[config.mk]
export PLATFORM = sky130hd
export DESIGN_NAME = vdp18_clk_en_div
export DESIGN_NICKNAME = d
export VERILOG_FILES = /design/src/rtl/vdp18_clk_en_div.sv
export SDC_FILE = /design/constraint.sdc
export NUM_CORES = 1
export LEC_CHECK = 0
export BUFFER_PORTS_ARGS = -buffer_cell sky130_fd_sc_hd__buf_2
export CORE_MARGIN = 3
export CORE_UTILIZATION = 49
export DETAILED_ROUTE_END_ITERATION = 7
export HOLD_SLACK_MARGIN = 0.06
export PLACE_DENSITY = 0.76
export SYNTH_ARGS = -nofsm -noshare
export SYNTH_HDL_FRONTEND = slang
export SYNTH_SLANG_ARGS = --single-unit
[constraint.sdc]
create_clock -name clk_i -period 2 [get_ports clk_i]
set_clock_uncertainty 0.15 [all_clocks]
set_input_delay 0.2 -clock clk_i [delete_from_list [all_inputs] [get_ports clk_i]]
set_output_delay 0.2 -clock clk_i [all_outputs]
set_load 0.01 [all_outputs]
[src/rtl/vdp18_clk_en_div.sv]
// Multi-channel clock-enable divider with glitch-free divisor updates.
// Define VDP18_CLK_EN_DIV_ALIGN_EN to generate the common-wrap marker align_o.
module vdp18_clk_en_div #(
    parameter int NUM_CH = 3,
    parameter int DIV_W  = 4,
    parameter logic [NUM_CH*DIV_W-1:0] DIV_INIT = {4'd4, 4'd3, 4'd2}
) (
    input  logic                    clk_i,
    input  logic                    reset_n_i,
    input  logic                    clk_en_i,
    input  logic                    sync_i,
    input  logic [NUM_CH*DIV_W-1:0] div_i,
    input  logic [NUM_CH*DIV_W-1:0] phase_i,
    output logic [NUM_CH-1:0]       clk_en_o,
    output logic [NUM_CH*DIV_W-1:0] div_o,
    output logic                    align_o
);

    localparam logic [DIV_W-1:0] ONE = DIV_W'(1);

    logic              fire;
    logic [NUM_CH-1:0] wrap;
    logic [NUM_CH-1:0] hit;

    // Outputs stay low while reset is held, even if the master enable toggles.
    assign fire = reset_n_i & clk_en_i & ~sync_i;

    for (genvar k = 0; k < NUM_CH; k++) begin : g_ch
        logic [DIV_W-1:0] cnt_q;
        logic [DIV_W-1:0] div_q;
        logic [DIV_W-1:0] div_p;
        logic [DIV_W-1:0] div_req;
        logic [DIV_W-1:0] phase;

        assign div_req = div_i[k*DIV_W +: DIV_W];
        assign phase   = phase_i[k*DIV_W +: DIV_W];
        assign wrap[k] = (cnt_q == div_q - ONE);
        assign hit[k]  = (cnt_q == phase);

        always_ff @(posedge clk_i or negedge reset_n_i) begin
            if (!reset_n_i) begin
                cnt_q <= '0;
                div_q <= DIV_INIT[k*DIV_W +: DIV_W];
                div_p <= DIV_INIT[k*DIV_W +: DIV_W];
            end else begin
                // A zero divisor request is treated as divide-by-one.
                div_p <= (div_req == '0) ? ONE : div_req;
                if (sync_i) begin
                    cnt_q <= '0;
                    div_q <= div_p;
                end else if (clk_en_i) begin
                    if (wrap[k]) begin
                        cnt_q <= '0;
                        div_q <= div_p;
                    end else begin
                        cnt_q <= cnt_q + ONE;
                    end
                end
            end
        end

        assign div_o[k*DIV_W +: DIV_W] = div_q;
    end

    assign clk_en_o = {NUM_CH{fire}} & hit;

`ifdef VDP18_CLK_EN_DIV_ALIGN_EN
    assign align_o = fire & (&wrap);
`else
    assign align_o = 1'b0;
`endif

endmodule

==> impl_metrics.yaml, run 1 <==
run_status:
  outcome: "finished clean"
layout:
  final_common_cell: "buf_2"
  fin_nets: 293
  nFillCells: 304
  seqCellArea_um2: 911
  antennaDiodeCount: 0
  drive_above_1_share: 0.392
  final_cell_mix: "buf_2, dfrtp_1, xnor2_1"
  multiInputGateArea_mm2: 0.00109
  syn_to_final_growth_pct: 30.7
timing:
  setup_ws_ns: 0.0601
  hold_viol: 0
  fin_crit_sh: 0.970
  fin_crit_ns: 1.94
  setup_violations: 0
  final-max-slew-violation-count: 0
  max_clock_freq_mhz: 515
  hold_slack_ns: 0.230
  rsz0062_at_grt: "yes"
drt:
  postRouteAntennaNets: 0
  drtIter0Drc: 62
  drt_pass1_iterations: 4
  vias_per_cell: 5.26
  routed_wl_um: 4300
  vias: 1621
  wl_per_cell_um: 14.0
  drc: 0
global_route:
  grt_max_degree: 37
  grt_usage: 0.184
  met3_usage: 0.0469
  overflow: 0
  busiest_layer: "met2"
  use_met1: 0.242
  grt_pass1_vias: 1618
  antenna_found_initial: 0
  use_met2: 0.309
  grt_first_pass_wirelength_um: 7270
clocking:
  insertion_delay_ns: 0.29
  cts_sinks: 36
  cts_buffer_depth: 2
  cts_tree: "built"
  cts_setup_buffers: 0
  htree_levels: 2
  clk_pin_slew_ns: 0.06
  root_buffer: "clkbuf_8"
  numCtsBuffers: 5
synth:
  yosys_warnings: 0
  synth_nets: 226
  synth_ff_type: "dfrtp_1"
  synthesis.area_mm2: 0.00204
  avgSynthCellArea_um2: 10.6
  synth-seq-cells: 36
  yosysSeqAreaShare: 0.446
  async_flop_share: 1.00
  syn_inst: 192
  synth.distinct_cells: 44
  synth-edff-count: 0
floorplanning:
  die_x_um: 70.6
  dieHeight_um: 70.6
  core-area_mm2: 0.00383
  boundaryPins: 44
  dieArea_mm2: 0.00498
  start_util: 0.534
  rows: 22
job:
  maxCapViolCount: 0
power:
  seq_power_share: 0.435
  pwr-share-clk: 0.244
  peakVddDrop_mv: 0.550
  p_switching_uw: 608
  power.internal_uw: 1380
  switching_share: 0.306
  leakagePower_uw: 0.00120
  pwr-share-comb: 0.321
  p_per_area_mw_per_mm2: 745
place:
  dpl.hpwl_um: 3050
  place_congestion: 0.778
  preCtsSetupSlack_ns: -0.0682
  port_buffers: 42
critical_path:
  start_kind: "flop"
  cp_slowest_cell: "dfstp_2"
  worstPathArrival_ns: 1.96
  end_kind: "flop"
  path_cells: "inv_2 > ha_4 > xor2_2 > nand3_2 > o31ai_4 > mux2_4"
  max_stage_delay_ns: 0.53
  cp.depth: 6
  criticalPathCategory: "flop to flop"
  required_ns: 2.02
  reg2reg_depth: 6
  critPathBufInv: 1
  critPathMaxFanout: 2
  cp_top_family: "flip-flops"
min_path:
  hold_path.class: "input port to flop"
  worstHoldPathCells: 3
==> repair_timing <==
item / in CTS / in global routing
setup endpoints to repair: 7 / 13
hold buffers: 14 / 0
resized for setup: 1 / 7
hold endpoints to repair: 42 / 0
cloned: 0 / 0
pin swaps: 2 / 5
==> layer usage <==
metal / wire length (µm) / part of all wire / vias to the layer above
li1: - / - / 805
met1: 1960 / 0.45 / 774
met2: 2150 / 0.50 / 40
met3: 169 / 0.039 / 2
met4: 22 / 0.0051 / 0
met5: 0 / 0 / -
==> cells by family (layout without fill, tap and decap cells) <==
| family | after synthesis | in the layout | synth area share |
|---|---|---|---|
| flops | 36 | 36 | 0.446 |
| mux | 7 | 7 | 0.0404 |
| buf+inv | 26 | 94 | 0.0502 |
| simple gates | 53 | 53 | 0.134 |
| fa+ha+maj | 6 | 6 | 0.0368 |
| compound gates | 34 | 34 | 0.159 |
| other cells | 1 | 1 | 0.00184 |
| xor+xnor | 29 | 29 | 0.131 |
==> final cells by class <==
cell class / count / share of cell area
Sequential cell: 36 / 0.341
Multi-Input combinational cell: 130 / 0.407
Tap cell: 48 / 0.0225
Timing Repair Buffer: 74 / 0.182
Clock buffer: 8 / 0.0300
Inverter: 12 / 0.0169
==> through the flow <==
| stage | utilization | instance area, µm² | instances | TNS (ns) | total power [µW] |
|---|---|---|---|---|---|
| floorplan | - | 2050 | 192 | -0.140 | 1240 |
| global placement | 0.628 | 2400 | 286 | -0.0197 | 1440 |
| detailed placement | 0.628 | 2400 | 286 | -0.109 | 1460 |
| CTS | 0.686 | 2620 | 308 | 0 | 1960 |
| global route | 0.698 | 2670 | 308 | -0.0125 | 2110 |
| finish | 0.698 | 2670 | 308 | 0 | 1990 |
==> worst paths after layout <==
check / start / endpoint / slack, ns
max: g_ch[1].div_q[1]$_DFFE_PN1P_ / g_ch[1].div_q[3]$_DFFE_PN0P_ / 0.06
min: sync_i / g_ch[1].cnt_q[1]$_DFFE_PN0P_ / 0.23
max reg2reg: g_ch[1].div_q[1]$_DFFE_PN1P_ / g_ch[1].div_q[3]$_DFFE_PN0P_ / 0.06
min reg2reg: g_ch[2].div_p[0]$_DFF_PN0_ / g_ch[2].div_q[0]$_DFFE_PN0P_ / 0.31
max in group asynchronous: reset_n_i / g_ch[1].div_p[0]$_DFF_PN1_ / 0.99
min in group asynchronous: reset_n_i / g_ch[2].cnt_q[3]$_DFFE_PN0P_ / 0.36
==> cell usage after synthesis, types with 3 or more instances <==
| master | instances | area [µm²] |
|---|---|---|
| dfstp_2 | 8 | 210 |
| xnor2_1 | 22 | 193 |
| xor2_1 | 6 | 52.6 |
| ha_1 | 6 | 75.1 |
| nor3_1 | 8 | 40.0 |
| inv_1 | 11 | 41.3 |
| nand2_1 | 13 | 48.8 |
| or2_2 | 3 | 18.8 |
| o311ai_2 | 4 | 65.1 |
| and3_1 | 6 | 37.5 |
| o211ai_1 | 5 | 37.5 |
| dfrtp_1 | 28 | 701 |
| o32ai_1 | 3 | 26.3 |
| nand3_1 | 6 | 30.0 |
| nor2_1 | 8 | 30.0 |
| mux2_2 | 5 | 56.3 |
| nand4_1 | 4 | 25.0 |
| clkbuf_1 | 12 | 45.0 |
| a21oi_1 | 3 | 15.0 |
==> registers in the layout, summed over array words and instances (netlist names) <==
register    cells
g_ch.cnt_q     12
g_ch.div_p     12
g_ch.div_q     12
==> power by group through the flow <==
stage / Sequential [µW] / Clock (µW) / Combinational [µW]
finish: 864 / 484 / 639
global route: 875 / 531 / 707
CTS: 863 / 495 / 607
detailed placement: 876 / 0 / 582
global placement: 874 / 0 / 569
floorplan: 893 / 0 / 348
==> worst register-to-register path, delay by kind of cell, from the launching register on <==
kind | cells | cell delay (ns)
buffers and inverters | 1 | 0.04
DFF | 1 | 0.53
and+or+nand+nor | 1 | 0.12
xor gates and xnor gates | 1 | 0.14
adders and majority gates | 1 | 0.27
AOI/OAI and AO/OA | 1 | 0.26
muxes | 1 | 0.32
Note: power is estimated with default switching activity, not from simulation.
==> run 2: changes to the inputs <==
--- a/config.mk
+++ b/config.mk
@@ -5,12 +5,13 @@
 export SDC_FILE = /design/constraint.sdc
 export NUM_CORES = 1
 export LEC_CHECK = 0
+export ABC_AREA = 1
 export BUFFER_PORTS_ARGS = -buffer_cell sky130_fd_sc_hd__buf_2
 export CORE_MARGIN = 3
 export CORE_UTILIZATION = 49
 export DETAILED_ROUTE_END_ITERATION = 7
 export HOLD_SLACK_MARGIN = 0.06
-export PLACE_DENSITY = 0.76
+export PLACE_DENSITY = 0.75
 export SYNTH_ARGS = -nofsm -noshare
 export SYNTH_HDL_FRONTEND = slang
 export SYNTH_SLANG_ARGS = --single-unit
==> run 2 against run 1 <==
Net effect: clock power is 6.8% higher; highest routed layer unchanged; cell area shrank 0.84%; sequential share of layout area rose by 0.29 points; die area is 4.1% higher; critical path depth decreased by 1; worst hold slack worse by 0.11 ns; via count grew 19%; flip-flop and latch count did not move; global-route usage increased by 0.22 points; critical path type is now input port to output pin; first-iteration DRC count increased by 73%.
==> impl_metrics.yaml, run 2 <==
run_status:
  outcome: "finished clean"
place:
  place_congestion: 0.848
  dpl.hpwl_um: 3220
  port_buffers: 42
synth:
  async_flop_share: 1.00
  synth_ff_type: "dfrtp_1"
  synthSimpleGateAreaFrac: 0.362
  synth_top_family_by_area: "simple AND/OR/NAND/NOR gates"
  yosysSeqAreaShare: 0.427
  syn_inst: 280
  synth_common_cells: "nand2_1, dfrtp_1, inv_1, nand3_1, nor2_1"
  synth.distinct_cells: 29
  synth.area.mux_share: 0
  synth_nets: 314
  synth_most_common_cell: "nand2_1"
  synth_area_leaders: "dfrtp_1, nand2_1, dfstp_2"
  synth_top_area_frac: 0.328
  synth-seq-cells: 36
  avgSynthCellArea_um2: 7.62
  synth-edff-count: 0
  synth_xor_area_frac: 0.0575
  yosys_warnings: 0
  synth_adder_area_share: 0.0352
  synth_compound_area_frac: 0.0252
  synth_area_leader_cell: "dfrtp_1"
  synthesis.area_mm2: 0.00213
clocking:
  cts_sinks: 36
  root_buffer: "clkbuf_8"
  insertion_delay_ns: 0.29
  clk_pin_slew_ns: 0.07
  htree_levels: 2
  numCtsBuffers: 5
  cts_tree: "built"
  cts_buffer_depth: 2
critical_path:
  max_stage_delay_ns: 0.52
  critPathBufInv: 3
  cp_common_cell: "buf_2"
  cp_top_family: "buffers and inverters"
  path_cells: "dlygate4sd3_1 > buf_2 > nand3_1 > nor4_1 > buf_2"
  required_ns: 1.65
  end_kind: "output pin"
  start_kind: "input port"
  critPathMaxFanout: 3
  criticalPathCategory: "input port to output pin"
  worstPathArrival_ns: 1.54
  cp_slowest_cell: "dlygate4sd3_1"
drt:
  vias_per_cell: 4.97
  postRouteAntennaNets: 0
  wl_per_cell_um: 11.8
  routed_wl_um: 4550
  drtIter0Drc: 107
  vias: 1922
  drt_pass1_iterations: 4
  drc: 0
power:
  leakagePower_uw: 0.00142
  p_per_area_mw_per_mm2: 815
  peakVddDrop_mv: 0.561
timing:
  rsz0062_at_grt: "no"
  setup_violations: 0
  fin_crit_sh: 0.947
  max_clock_freq_mhz: 528
  hold_viol: 0
  fin_crit_ns: 1.89
  setup-tns-final_ns: 0
  hold_slack_ns: 0.116
  final-max-slew-violation-count: 0
global_route:
  grt_max_degree: 37
  grt_pass1_vias: 1796
  antenna_found_initial: 0
  grt_first_pass_wirelength_um: 7550
  overflow: 0
  grt_usage: 0.186
floorplanning:
  start_util: 0.522
  dieArea_mm2: 0.00518
  boundaryPins: 44
  dieHeight_um: 72.0
  die_x_um: 72.0
  core-area_mm2: 0.00409
  rows: 23
layout:
  syn_to_final_growth_pct: 24.0
  fin_nets: 370
  final_common_cell: "nand2_1"
  nFillCells: 344
  final_cell_mix: "nand2_1, buf_2, dfrtp_1"
  antennaDiodeCount: 0
  drive_above_1_share: 0.264
  reg_top3: "g_ch.cnt_q (12), g_ch.div_p (12), g_ch.div_q (12)"
job:
  maxCapViolCount: 0
min_path:
  hold_path.class: "input port to flop"
## run 2: cells by family (layout without fill, tap and decap cells)
group	count (synthesis)	count (layout)
xor gates and xnor gates	14	14
buffers and inverters	44	101
DFF	36	36
adders and majority gates	6	6
AOI/OAI and AO/OA	10	10
and+or+nand+nor	169	169
other	1	1
## run 2: what timing repair did
action,4_1_cts,5_1_grt
setup buffers,0,5
gates resized for setup,0,9
hold buffers,13,0
endpoints found under the hold margin,40,0
setup endpoints to repair,0,10
## run 2: metrics by stage
step	util	area [µm²]	cells	total power, µW	worst slack [ns]
2_1_floorplan	-	2130	280	1380	0.160
6_report	0.648	2650	387	2160	0.105
3_5_place_dp	0.578	2360	361	1580	0.0451
3_3_place_gp	0.578	2360	361	1560	0.140
5_1_grt	0.648	2650	387	2320	0.0123
4_1_cts	0.632	2580	382	2120	0.0383
## run 2: report_power, final
| part | switching [µW] | leakage [µW] | internal, µW | total, µW |
|---|---|---|---|---|
| clock | 237 | 0.0000455 | 280 | 517 |
| sequential | 92.6 | 0.000437 | 828 | 921 |
| combinational | 409 | 0.000938 | 310 | 719 |
## run 2: per-layer routing
layer  share of wire  vias to the layer above  track usage  wire, µm
met2            0.51                       38        0.333      2310
met1            0.44                      898        0.217      1980
met4           0.014                        0       0.0626        65
li1                -                      977            -         -
met3           0.042                        9       0.0457       193
met5               0                        -            0         0
## run 2: worst paths after layout
kind / slack, ns / start / depth (start not counted) / to
worst max-delay path: 0.11 / reset_n_i / 5 / clk_en_o[2]
worst min-delay path: 0.12 / sync_i / 4 / g_ch[2].cnt_q[1]$_DFFE_PN0P_
worst max register to register: 0.11 / g_ch[1].div_q[0]$_DFFE_PN1P_ / 10 / g_ch[1].cnt_q[0]$_DFFE_PN0P_
worst min register to register: 0.31 / g_ch[1].div_p[0]$_DFF_PN1_ / 2 / g_ch[1].div_q[0]$_DFFE_PN1P_
max in group asynchronous: 0.99 / reset_n_i / 3 / g_ch[1].div_p[1]$_DFF_PN1_
min in group asynchronous: 0.37 / reset_n_i / 3 / g_ch[0].div_q[3]$_DFFE_PN0P_
## run 2: worst register-to-register path, delay by kind of cell (launching register included)
| family | cells | cell delay, ns |
|---|---|---|
| adders and majority gates | 1 | 0.28 |
| DFF | 1 | 0.56 |
| AOI/OAI and AO/OA | 1 | 0.06 |
| and+or+nand+nor | 6 | 0.51 |
| buffers and inverters | 2 | 0.21 |
## run 2: cell type report
cell class / instances / area (µm²) / share of cell area
inverter: 31 / 135 / 0.0511
sequential: 36 / 911 / 0.344
timing repair buffer: 62 / 397 / 0.150
tap: 50 / 62.6 / 0.0236
multi-input combinational: 200 / 1050 / 0.397
clock buffer: 8 / 90.1 / 0.0340
==> run 3: changes to the inputs <==
--- a/config.mk
+++ b/config.mk
@@ -6,9 +6,11 @@
 export NUM_CORES = 1
 export LEC_CHECK = 0
 export ABC_AREA = 1
+export ABC_CLOCK_PERIOD_IN_PS = 2000
 export BUFFER_PORTS_ARGS = -buffer_cell sky130_fd_sc_hd__buf_2
 export CORE_MARGIN = 3
 export CORE_UTILIZATION = 49
+export CTS_BUF_LIST = sky130_fd_sc_hd__clkbuf_4 sky130_fd_sc_hd__clkbuf_8 sky130_fd_sc_hd__clkbuf_16
 export DETAILED_ROUTE_END_ITERATION = 7
 export HOLD_SLACK_MARGIN = 0.06
 export PLACE_DENSITY = 0.75
==> run 3 against run 2 <==
Net effect: utilization fell by 0.092 points; critical path depth is the same; worst hold slack got worse by 0.0010 ns; sequential power barely moved; combinational power fell by 2%; die area stayed put; register-to-register slack improved by 0.02 ns; wire length down 2.2%; clock power increased by 4.6%; cell area shrank 0.14%; final cell count decreased by 0.26%; critical path type unchanged; largest cell class unchanged; largest power group unchanged.
==> impl_metrics.yaml, run 3 (same netlist as run 2, synthesis figures left out) <==
run_status:
  outcome: "finished clean"
global_route:
  grt_max_degree: 37
  grt_first_pass_wirelength_um: 7540
  grt_pass1_vias: 1792
  antenna_found_initial: 0
  overflow: 0
  grt_usage: 0.185
drt:
  postRouteAntennaNets: 0
  routed_wl_um: 4450
  drt_pass1_iterations: 4
  vias_per_cell: 4.96
  vias: 1913
  drtIter0Drc: 87
  drc: 0
  wl_per_cell_um: 11.5
timing:
  final-max-slew-violation-count: 0
  setup_violations: 0
  setup-tns-final_ns: 0
  fin_crit_sh: 0.936
  fin_crit_ns: 1.87
  max_clock_freq_mhz: 534
  rsz0062_at_grt: "no"
  hold_viol: 0
floorplanning:
  rows: 23
  dieArea_mm2: 0.00518
  dieHeight_um: 72.0
  die_x_um: 72.0
  boundaryPins: 44
  core-area_mm2: 0.00409
  start_util: 0.522
place:
  port_buffers: 42
  place_congestion: 0.848
  dpl.hpwl_um: 3220
clocking:
  cts_sinks: 36
  numCtsBuffers: 5
  clk_pin_slew_ns: 0.07
  insertion_delay_ns: 0.29
  cts_tree: "built"
  root_buffer: "clkbuf_8"
  cts_buffer_depth: 2
  htree_levels: 2
layout:
  seqCellArea_um2: 911
  fin_nets: 369
  final_cell_mix: "nand2_1, buf_2, dfrtp_1"
  final_common_cell: "nand2_1"
  multiInputGateArea_mm2: 0.00105
  drive_above_1_share: 0.268
  reg_top3: "g_ch.cnt_q (12), g_ch.div_p (12), g_ch.div_q (12)"
  syn_to_final_growth_pct: 23.9
  antennaDiodeCount: 0
  nFillCells: 347
critical_path:
  start_kind: "input port"
  cp_top_family: "buffers and inverters"
  path_cells: "dlygate4sd3_1 > buf_2 > nand3_1 > nor4_1 > buf_2"
  cp.depth: 5
  max_stage_delay_ns: 0.53
  worstPathArrival_ns: 1.52
  cp_slowest_cell: "dlygate4sd3_1"
  critPathBufInv: 3
  cp_common_cell: "buf_2"
  required_ns: 1.65
  end_kind: "output pin"
  reg2reg_depth: 10
  criticalPathCategory: "input port to output pin"
  critPathMaxFanout: 3
min_path:
  worstHoldPathCells: 4
  hold_path.class: "input port to flop"
job:
  maxCapViolCount: 0
power:
  peakVddDrop_mv: 0.562
  leakagePower_uw: 0.00142
  p_per_area_mw_per_mm2: 820
  total_power_uw: 2170
## run 3: cell types whose count changed in the layout (fill, tap and decap cells not counted), sizes merged
cell  delta
buf      -1
## run 3: final cells by class
class | count | share of cell area
sequential | 36 | 0.345
clock buffer | 8 | 0.0369
timing repair buffer | 61 | 0.146
tap | 50 | 0.0237
multi-input combinational | 200 | 0.398
inverter | 31 | 0.0511
## run 3: path summary, 6_finish.rpt
check                                                  start                            to  slack (ns)
worst max-delay path                               reset_n_i                   clk_en_o[2]        0.13
worst min-delay path                                  sync_i  g_ch[2].cnt_q[1]$_DFFE_PN0P_        0.11
worst max register to register  g_ch[1].div_q[0]$_DFFE_PN1P_  g_ch[1].cnt_q[2]$_DFFE_PN0P_        0.13
worst min register to register    g_ch[1].div_p[1]$_DFF_PN1_  g_ch[1].div_q[1]$_DFFE_PN1P_        0.31
max in group asynchronous                          reset_n_i    g_ch[1].div_p[1]$_DFF_PN1_        0.98
min in group asynchronous                          reset_n_i  g_ch[0].div_q[3]$_DFFE_PN0P_        0.37
## run 3: worst register-to-register path, cell delays in order, from the launching register on
cell and delay [ns]:
dfstp_2 0.55, inv_1 0.09, ha_4 0.27, nor2_1 0.04
nor2_1 0.10, nand2_1 0.05, nor2_1 0.09, nand2_1 0.09
nand2_4 0.13, buf_4 0.13, a21oi_1 0.05
## run 3: where the power goes
group | total (µW) | switching, µW | internal (µW)
Combinational | 707 | 404 | 304
Sequential | 920 | 91.0 | 829
Clock | 541 | 234 | 308
Total | 2170 | 728 | 1440
## run 3: repair_timing
action                     in CTS  in global routing
buffers inserted                0                  4
setup endpoints to repair       0                 11
hold buffers                   13                  0
hold endpoints to repair       40                  0
resized for setup               0                  5
## run 3: routing by layer
metal	routed length (µm)	global-route usage
met3	184	0.0457
met1	1970	0.217
met2	2240	0.331
met5	0	0
met4	61	0.0626
## run 3: metrics by stage
step / hold slack (ns) / utilization / worst slack [ns] / cell area, µm² / std cells
5_1_grt: 0.127 / 0.647 / 0.0155 / 2640 / 386
2_1_floorplan: -0.246 / - / 0.160 / 2130 / 280
4_1_cts: 0.107 / 0.634 / 0.0289 / 2590 / 382
3_3_place_gp: 0.146 / 0.578 / 0.140 / 2360 / 361
3_5_place_dp: 0.148 / 0.578 / 0.0451 / 2360 / 361
6_report: 0.115 / 0.647 / 0.127 / 2640 / 386
